--- config.mk ---
export PLATFORM = sky130hd
export DESIGN_NAME = vm_coin_feeder
export DESIGN_NICKNAME = d
export VERILOG_FILES = /design/src/rtl/vm_coin_feeder.sv
export SDC_FILE = /design/constraint.sdc
export NUM_CORES = 1
export LEC_CHECK = 0
export CAP_MARGIN = 20
export CORE_ASPECT_RATIO = 0.6
export CORE_MARGIN = 5
export CORE_UTILIZATION = 42
export CTS_BUF_LIST = sky130_fd_sc_hd__clkbuf_16
export CTS_CLUSTER_SIZE = 20
export DETAILED_ROUTE_END_ITERATION = 16
export PLACE_DENSITY = 0.6
export SLEW_MARGIN = 20
export SYNTH_ARGS = -nofsm -noshare
export SYNTH_HDL_FRONTEND = slang
export SYNTH_SLANG_ARGS = --single-unit
--- constraint.sdc ---
create_clock -name clk -period 7.1 [get_ports clk]
set_clock_uncertainty 0.2 [all_clocks]
set_input_delay 1.42 -clock clk [delete_from_list [all_inputs] [get_ports clk]]
set_output_delay 1.42 -clock clk [all_outputs]
set_load 0.005 [all_outputs]
--- src/rtl/vm_coin_feeder.sv ---
// vm_coin_feeder: synchronises and debounces two coin-slot sensors, queues
// accepted coins in a small FIFO and issues them as single-cycle 2-bit codes
// with an enforced idle gap between codes. Drops on a full FIFO pulse reject.
module vm_coin_feeder #(
  parameter int DEBOUNCE   = 3,
  parameter int GAP_CYCLES = 2,
  parameter int DEPTH      = 4
) (
  input  logic                   clk,
  input  logic                   rst,
  input  logic                   coin5_raw,
  input  logic                   coin10_raw,
  input  logic                   hold,
  output logic [1:0]             coin_code,
  output logic                   reject,
  output logic [$clog2(DEPTH):0] fifo_count,
  output logic [7:0]             coins_issued
);

  localparam int AW = $clog2(DEPTH);
  localparam int CW = AW + 1;
  localparam int FW = CW + 1;
  localparam logic [3:0]    DB_LAST  = 4'(DEBOUNCE - 1);
  localparam logic [3:0]    GAP_LOAD = 4'(GAP_CYCLES);
  localparam logic [FW-1:0] DEPTH_F  = FW'(DEPTH);
  localparam logic [AW-1:0] PTR_ONE  = AW'(1);

  typedef enum logic [1:0] {
    S_IDLE  = 2'd0,
    S_ISSUE = 2'd1,
    S_GAP   = 2'd2
  } state_t;

  logic [1:0]    r_sync5;
  logic [1:0]    r_sync10;
  logic [3:0]    r_db_cnt [2];
  logic [1:0]    r_armed;
  logic [1:0]    r_mem [DEPTH];
  logic [AW-1:0] r_wr_ptr;
  logic [AW-1:0] r_rd_ptr;
  logic [CW-1:0] r_count;
  logic          r_reject;
  state_t        r_state;
  logic [3:0]    r_gap;
  logic [1:0]    r_code;
  logic [7:0]    r_issued;

  logic [1:0]    w_sync;
  logic [1:0]    w_acc;
  logic          w_pop;
  logic          w_push5;
  logic          w_push10;
  logic          w_drop;
  logic [FW-1:0] w_free;

  // Bit 0 is the 5-unit channel, bit 1 the 10-unit channel throughout.
  assign w_sync = {r_sync10[1], r_sync5[1]};

  // Two-flop synchronisers for the asynchronous slot sensors.
  always_ff @(posedge clk or negedge rst) begin
    if (!rst) begin
      r_sync5  <= 2'b00;
      r_sync10 <= 2'b00;
    end else begin
      r_sync5  <= {r_sync5[0], coin5_raw};
      r_sync10 <= {r_sync10[0], coin10_raw};
    end
  end

  // Accept event: armed channel whose high-sample run reaches DEBOUNCE on this edge.
  always_comb begin
    w_acc = 2'b00;
    for (int ch = 0; ch < 2; ch++) begin
      if (r_armed[ch] && w_sync[ch] && (r_db_cnt[ch] == DB_LAST)) begin
        w_acc[ch] = 1'b1;
      end else begin
        w_acc[ch] = 1'b0;
      end
    end
  end

  // Debounce: armed channels count highs to accept; disarmed channels count lows to re-arm.
  always_ff @(posedge clk or negedge rst) begin
    if (!rst) begin
      r_db_cnt[0] <= 4'd0;
      r_db_cnt[1] <= 4'd0;
      r_armed     <= 2'b11;
    end else begin
      for (int ch = 0; ch < 2; ch++) begin
        if (r_armed[ch]) begin
          if (!w_sync[ch]) begin
            r_db_cnt[ch] <= 4'd0;
          end else if (r_db_cnt[ch] == DB_LAST) begin
            r_db_cnt[ch] <= 4'd0;
            r_armed[ch]  <= 1'b0;
          end else begin
            r_db_cnt[ch] <= r_db_cnt[ch] + 4'd1;
          end
        end else begin
          if (w_sync[ch]) begin
            r_db_cnt[ch] <= 4'd0;
          end else if (r_db_cnt[ch] == DB_LAST) begin
            r_db_cnt[ch] <= 4'd0;
            r_armed[ch]  <= 1'b1;
          end else begin
            r_db_cnt[ch] <= r_db_cnt[ch] + 4'd1;
          end
        end
      end
    end
  end

  // Admission: a same-edge pop frees its slot first; the 5 entry has priority over the 10.
  always_comb begin
    w_pop    = (r_state == S_IDLE) && (r_count != '0) && !hold;
    w_free   = DEPTH_F - {1'b0, r_count} + FW'(w_pop);
    w_push5  = w_acc[0] && (w_free != '0);
    w_push10 = w_acc[1] && (w_free > FW'(w_push5));
    w_drop   = (w_acc[0] && !w_push5) || (w_acc[1] && !w_push10);
  end

  // Circular FIFO storage, pointers, occupancy and the registered reject pulse.
  always_ff @(posedge clk or negedge rst) begin
    if (!rst) begin
      for (int i = 0; i < DEPTH; i++) begin
        r_mem[i] <= 2'd0;
      end
      r_wr_ptr <= '0;
      r_rd_ptr <= '0;
      r_count  <= '0;
      r_reject <= 1'b0;
    end else begin
      if (w_push5) begin
        r_mem[r_wr_ptr] <= 2'd1;
      end
      if (w_push10) begin
        r_mem[w_push5 ? (r_wr_ptr + PTR_ONE) : r_wr_ptr] <= 2'd2;
      end
      r_wr_ptr <= r_wr_ptr + AW'(w_push5) + AW'(w_push10);
      if (w_pop) begin
        r_rd_ptr <= r_rd_ptr + PTR_ONE;
      end else begin
        r_rd_ptr <= r_rd_ptr;
      end
      r_count  <= r_count + CW'(w_push5) + CW'(w_push10) - CW'(w_pop);
      r_reject <= w_drop;
    end
  end

  // Issue FSM: pop in IDLE, drive the code for one ISSUE cycle, then hold zero for the gap.
  always_ff @(posedge clk or negedge rst) begin
    if (!rst) begin
      r_state  <= S_IDLE;
      r_gap    <= 4'd0;
      r_code   <= 2'd0;
      r_issued <= 8'd0;
    end else begin
      case (r_state)
        S_IDLE: begin
          if (w_pop) begin
            r_code   <= r_mem[r_rd_ptr];
            r_issued <= r_issued + 8'd1;
            r_state  <= S_ISSUE;
          end else begin
            r_code   <= 2'd0;
          end
        end
        S_ISSUE: begin
          r_code <= 2'd0;
          if (GAP_LOAD != 4'd0) begin
            r_gap   <= GAP_LOAD;
            r_state <= S_GAP;
          end else begin
            r_state <= S_IDLE;
          end
        end
        S_GAP: begin
          r_code <= 2'd0;
          if (r_gap <= 4'd1) begin
            r_gap   <= 4'd0;
            r_state <= S_IDLE;
          end else begin
            r_gap <= r_gap - 4'd1;
          end
        end
        default: begin
          r_code  <= 2'd0;
          r_gap   <= 4'd0;
          r_state <= S_IDLE;
        end
      endcase
    end
  end

  assign coin_code    = r_code;
  assign reject       = r_reject;
  assign fifo_count   = r_count;
  assign coins_issued = r_issued;

endmodule

==> impl_results.md, run 1 <==
- Outcome: completed
- Initial core utilization: 43.06%
- Residual DRC: 0
- Main synth FF type: dfrtp_1
- Worst Path Arrival: 5.37 ns
- Worst-path clk slew: 0.06 ns
- Gate Count Post-Synth: 217
- Row count: 21
- CP Launch Type: input pin
- RSZ-0062 raised after global routing: false
- Worst Path Max Fanout: 9
- Share of post-route cells with drive strength above 1: 7.469%
- Hold Path Cell Cnt: 0
- Via density: 5.132
- Post_cts resized: 0
- Vias: 1591
- Hold-fix buffers, CTS: 0
- CP Capture Type: flop
- First-pass GRT wire length: 7.265 mm
- Skew-Pair Late Insertion Delay: 0.28 ns
- Tot Pwr: 1086 uW
- Post-CTS Setup Bufs: 0
- Leakage dissipation: 0.001257 uW
- Number of instances in the placed design: 302
- Slew Limit Fails: 0
- Core area: 5518 um^2
- Die area: 7311 um^2
- Die H: 68.26 um
- Seq. cell area: 1154 um^2
- Power per cell area: 391.7 nW/um^2
- Detailed-route wire length: 4.185 mm
- Multi-input logic area: 1101 um^2
- R2R Path Start: fifo_count[2]
- Num ports: 19
- Post-synth EDFFs: 0
- Syn nets: 245
- Number of global-route vias before repair: 1428
- Max Fclk: 184.8 MHz
- Final hold vios: 0
- Num CTS Buffers: 5
- Period utilization: 76.20%
- H-Tree Depth: 2
- Worst reg2reg path depth: 16
- Fin nets: 268
- Final ANT Viol Nets: 0
- Top cell type's share of synthesized area: 46.34%
- Worst VDD drop: 0.1296 mV
- Worst R2R End: fifo_count[1]
- Root buffer cell: clkbuf_16
- GP Congestion: 0.7784
- Synth cell types: 46
- Layout Cells excl Fill: 310
- Class of the worst hold path: reg2reg
- CTS tree: yes
- Setup TNS: 0 ns
- GRT Overall Usage: 13.11%
- Ant. Diodes: 0
- Synth area leaders: dfrtp_1 46%, ha_1 11%, xnor2_1 4.4%, inv_1 4.1%, nand2_1 2.8%
- Async S/R FF share, synth: 100.0%
- Clock Sink Count: 46
- Post-route minimum period: 5.410 ns
- CP startpoint: hold
- Largest net degree at the start of global routing: 47
- Clock buffer depth: 2
- Yosys top cell by area: dfrtp_1
- DR iter-0 viols: 44
- Pre-antenna DRT Iters: 4
- Synthesized flop and latch total: 46
- Fillers: 505
- Hpwl dp: 3.085 mm
- R2R Setup Slk: 2.39 ns
- Max-cap violations: 0
- Post-Syn Area: 2376 um^2
- Area growth syn-to-layout: 16.69%
- Width of the die: 107.1 um
- Remaining global-route overflow: 0
- Final setup fails: 0
- Worst Hold Launch: r_sync5[0]
- CP endpoint: fifo_count[1]
- Synth Warn #: 0
- Initial antenna violation count: 0
- Worst-margin pin slew: 0.7851 ns
- Register area share after synthesis: 48.55%
- Routed len/inst: 13.50 um
- PortBufs: 18
- Mapped Avg Cell Area: 10.95 um^2
- Worst setup path class: in2reg
- Relative slew slack: 46.84%
- Critical Path RT: 7.06 ns
## area by class of cell
class	count	area share (%)
clock buffer	5	4.513
clock inverter	3	0.5866
inverter	26	3.520
multi-input combinational	141	39.71
sequential	46	41.61
tap	69	3.114
timing repair buffer	20	6.949
## stage by stage
step | cell area, um^2 | hold WS (ns) | util [%] | worst slack, ns
final | 2773 | 0.1494 | 50.25 | 1.690
after global routing | 2773 | 0.1536 | 50.25 | 1.391
after global placement | 2629 | 0.1324 | 47.64 | 1.496
after floorplan | 2376 | 0.1312 | - | 1.874
after detailed placement | 2629 | 0.1358 | 47.64 | 1.377
after CTS | 2770 | 0.1503 | 50.20 | 1.682
## cells by family after synthesis
family | synth area share [%]
and+or+nand+nor | 14.64
AOI/OAI and AO/OA | 9.900
muxes | 2.843
xor gates and xnor gates | 5.898
DFF | 48.55
buffers and inverters | 5.108
adders and majority gates | 13.06
## critical path: stages
cell and delay, ns:
clkdlybuf4s50_1 0.45, inv_1 0.04, o311ai_1 0.22, ha_1 0.30, inv_1 0.05, ha_1 0.18
or2_1 0.25, a211oi_2 0.39, or2_0 0.19, inv_1 0.05, ha_1 0.26, nor2_1 0.13
a211oi_1 0.07, buf_4 0.17, or2_2 0.31, fa_1 0.40, inv_1 0.08, fa_1 0.40
## registers in the layout, indices dropped and copies added (netlist names), named ones only
register,count
coins_issued,8
r_db_cnt,8
r_mem,8
r_gap,4
fifo_count,3
coin_code,2
r_rd_ptr,2
r_state,2
r_sync10,2
r_sync5,2
r_wr_ptr,2
reject,1
## worst min path at each step
stage	to	slack, ns
finish	r_sync5[1]	0.15
detailed placement	r_sync10[1]	0.14
floorplan	r_sync10[1]	0.13
global placement	r_sync10[1]	0.13
global route	r_sync5[1]	0.15
CTS	r_sync10[1]	0.15
## power breakdown
group | internal (uW) | switching [uW] | total, uW
clock | 129 | 96.2 | 225
combinational | 214 | 211 | 425
sequential | 347 | 89.2 | 436
total | 690 | 396 | 1090
## layer usage
metal / GRT usage (%) / up-vias / share of wire, %
met1: 19.85 / 761 / 55
met3: 3.864 / 5 / 4.9
met2: 17.37 / 30 / 39
li1: - / 795 / -
met4: 4.785 / 0 / 1.2
met5: 0 / - / 0
## cell usage in the layout (no fill, tap or decap), drive strengths merged, types with 2 or more instances in the layout
cell type,instances
nand4,6
mux4,2
nor2,17
nor4,2
clkbuf,5
xnor2,12
o32ai,7
and3,2
clkdlybuf4s50,17
nor2b,5
mux2,2
ha,20
nor3,2
xor2,4
buf,3
inv,26
fa,3
o21ai,5
a211oi,3
and2,3
nand3,2
nand2,18
o32a,4
or2,4
clkinv,3
dfrtp,44
o22ai,2
dfstp,2
## synth_stat cells (4+ instances only)
library cell,n
nor2_1,17
o21ai_0,5
inv_1,26
o32a_1,4
xor2_1,4
nor2b_1,5
dfrtp_1,44
nand4_1,6
o32ai_1,7
nand2_1,18
xnor2_1,12
ha_1,20
Note: power is estimated with default switching activity, not from simulation.
==> inputs of run 2 (changes only) <==
--- a/config.mk
+++ b/config.mk
@@ -12,7 +12,7 @@
 export CTS_BUF_LIST = sky130_fd_sc_hd__clkbuf_16
 export CTS_CLUSTER_SIZE = 20
 export DETAILED_ROUTE_END_ITERATION = 16
-export PLACE_DENSITY = 0.6
+export PLACE_DENSITY = 0.62
 export SLEW_MARGIN = 20
 export SYNTH_ARGS = -nofsm -noshare
 export SYNTH_HDL_FRONTEND = slang
==> constraint.sdc (replaced) <==
create_clock -name clk -period 4.6 [get_ports clk]
set_clock_uncertainty 0.2 [all_clocks]
set_input_delay 0.92 -clock clk [delete_from_list [all_inputs] [get_ports clk]]
set_output_delay 0.92 -clock clk [all_outputs]
set_load 0.005 [all_outputs]
==> run 2 against run 1 <==
Flip-flop and latch count is the same. Clock power increased by 81%. Power grew 63%. Combinational power is 61% higher. Critical path depth fell by 1. First-iteration DRC count decreased by 2.3%. Core utilization is 1.2 points higher. Die area is the same. Setup slack worse by 1.4 ns. Cell count increased by 1.3%. Sequential power up 54%.
==> impl_results.md, run 2 (synthesis gave the netlist of run 1 again) <==
- Outcome: completed
- CP delay by family, top: adder cells
- Layout Cells excl Fill: 314
- Number of instances in the placed design: 306
- First-pass GRT wire length: 7.472 mm
- Period utilization: 93.80%
- PortBufs: 18
- Post-route minimum period: 4.315 ns
- Max Fclk: 231.8 MHz
- Critical Path RT: 4.56 ns
- Worst-path clk slew: 0.06 ns
- Crit-path cells: clkdlybuf4s50_1 -> inv_1 -> o311ai_1 -> ha_2 -> inv_1 -> ha_1 -> or2_1 -> a211oi_2 -> or2_1 -> inv_1 -> ha_1 -> nor2_1 -> a211oi_2 -> or2_2 -> fa_1 -> inv_1 -> fa_1
- RSZ-0062 raised after global routing: false
- Fin nets: 272
- Fillers: 486
- Num CTS Buffers: 5
- Num ports: 19
- CP max stage cell: clkdlybuf4s50_1
- Relative slew slack: 61.28%
- Area growth syn-to-layout: 19.48%
- Clock network power share: 23.0%
- GP Congestion: 0.7556
- CP Launch Type: input pin
- Final setup fails: 0
- Core area: 5518 um^2
- Power per cell area: 621.8 nW/um^2
- Hold-fix buffers, CTS: 0
- Seq. cell area: 1154 um^2
- Worst-margin pin slew: 0.5808 ns
- Hpwl dp: 3.101 mm
- CP peak stage delay: 0.45 ns
- Most common cell after layout, fill and taps aside: dfrtp_1
- Max-cap violations: 0
- Slew Limit Fails: 0
- CP startpoint: hold
- CTS tree: yes
- Width of the die: 107.1 um
- Most frequent cells in the layout: 44 x dfrtp_1, 26 x inv_1, 19 x ha_1
- Worst Path Arrival: 4.27 ns
- Final ANT Viol Nets: 0
- Crit path buf inv count: 5
- Sw frac: 35.27%
- GRT Overall Usage: 13.18%
- Reg power frac: 38.1%
- Die area: 7311 um^2
- Largest net degree at the start of global routing: 47
- Worst Path Max Fanout: 2
- Row count: 21
- Vias: 1580
- Ant. Diodes: 0
- Number of global-route vias before repair: 1536
- Via density: 5.032
- Initial antenna violation count: 0
- H-Tree Depth: 2
- Skew-Pair Late Insertion Delay: 0.28 ns
- DR iter-0 viols: 43
- Tot Pwr: 1765 uW
- Class of the worst hold path: reg2reg
- Share of post-route cells with drive strength above 1: 10.61%
- Final hold vios: 0
- Residual DRC: 0
- Worst setup path class: in2reg
- Routed len/inst: 13.42 um
- Pre-antenna DRT Iters: 4
- Detailed-route wire length: 4.215 mm
- CP most frequent cell: inv_1
- Worst Hold Launch: r_sync5[0]
- CP Capture Type: flop
- Clock buffer depth: 2
- Net Sw Power: 622.6 uW
- Combinational cell fraction of total power: 38.8%
- Int Power: 1143 uW
- Root buffer cell: clkbuf_16
- Clock Sink Count: 46
- Initial core utilization: 43.06%
- Remaining global-route overflow: 0
- Multi-input logic area: 1109 um^2
- Leakage dissipation: 0.001282 uW
- Worst VDD drop: 0.2974 mV
- Die H: 68.26 um
- Post-CTS Setup Bufs: 0
- R2R Path Start: r_state[0]
==> run 2: cell types whose count changed in the layout (fill, tap and decap cells not counted), sizes merged <==
cell / change
clkinv: -3
clkinvlp: +2
buf: +4
bufinv: +1
==> run 2: path summary, 6_finish.rpt <==
kind                                 endpoint  depth (start not counted)  slack [ns]
min in group asynchronous            r_gap[3]                          1        0.44
worst min register to register     r_sync5[1]                          0        0.15
worst min-delay path               r_sync5[1]                          0        0.15
worst max register to register  fifo_count[1]                         17        0.55
worst max-delay path            fifo_count[1]                         17        0.29
max in group asynchronous            r_mem[2]                          1        3.37
==> run 2: metal layers <==
metal	vias up	share of wire, %	global-route usage [%]
li1	806	-	-
met1	744	54	19.09
met2	23	40	18.85
met3	7	4.5	4.147
met4	0	1.2	3.828
met5	-	0	0
==> run 2: repair_timing <==
| action | CTS | global route |
|---|---|---|
| resized for setup | 0 | 2 |
| setup endpoints to repair | 0 | 1 |
| endpoints found under the hold margin | 0 | 0 |
==> run 2: cell type report <==
| cell class | instances | share of cell area, % |
|---|---|---|
| Clock buffer | 5 | 4.407 |
| Clock inverter | 3 | 1.587 |
| Inverter | 26 | 3.438 |
| Multi-Input combinational cell | 141 | 39.05 |
| Sequential cell | 46 | 40.63 |
| Tap cell | 69 | 3.041 |
| Timing Repair Buffer | 24 | 7.845 |
==> run 2: stage by stage <==
stage                     area (um^2)  setup TNS (ns)  worst slack, ns  utilization, %  hold WS, ns
after floorplan                  2381               0          0.07160               -       0.1312
after global placement           2664               0          0.01755           48.28       0.1316
after detailed placement         2664        -0.05840         -0.05840           48.28       0.1347
after CTS                        2834               0           0.2373           51.36       0.1492
after global routing             2839               0          0.02210           51.45       0.1537
final                            2839               0           0.2853           51.45       0.1474
==> run 2: power by group through the flow <==
| stage | clock network (uW) | logic, uW | registers (uW) |
|---|---|---|---|
| 3_3_place_gp | 0 | 672 | 676 |
| 3_5_place_dp | 0 | 690 | 680 |
| 5_1_grt | 437 | 791 | 696 |
| 6_report | 407 | 685 | 673 |
| 2_1_floorplan | 0 | 474 | 647 |
| 4_1_cts | 418 | 694 | 675 |
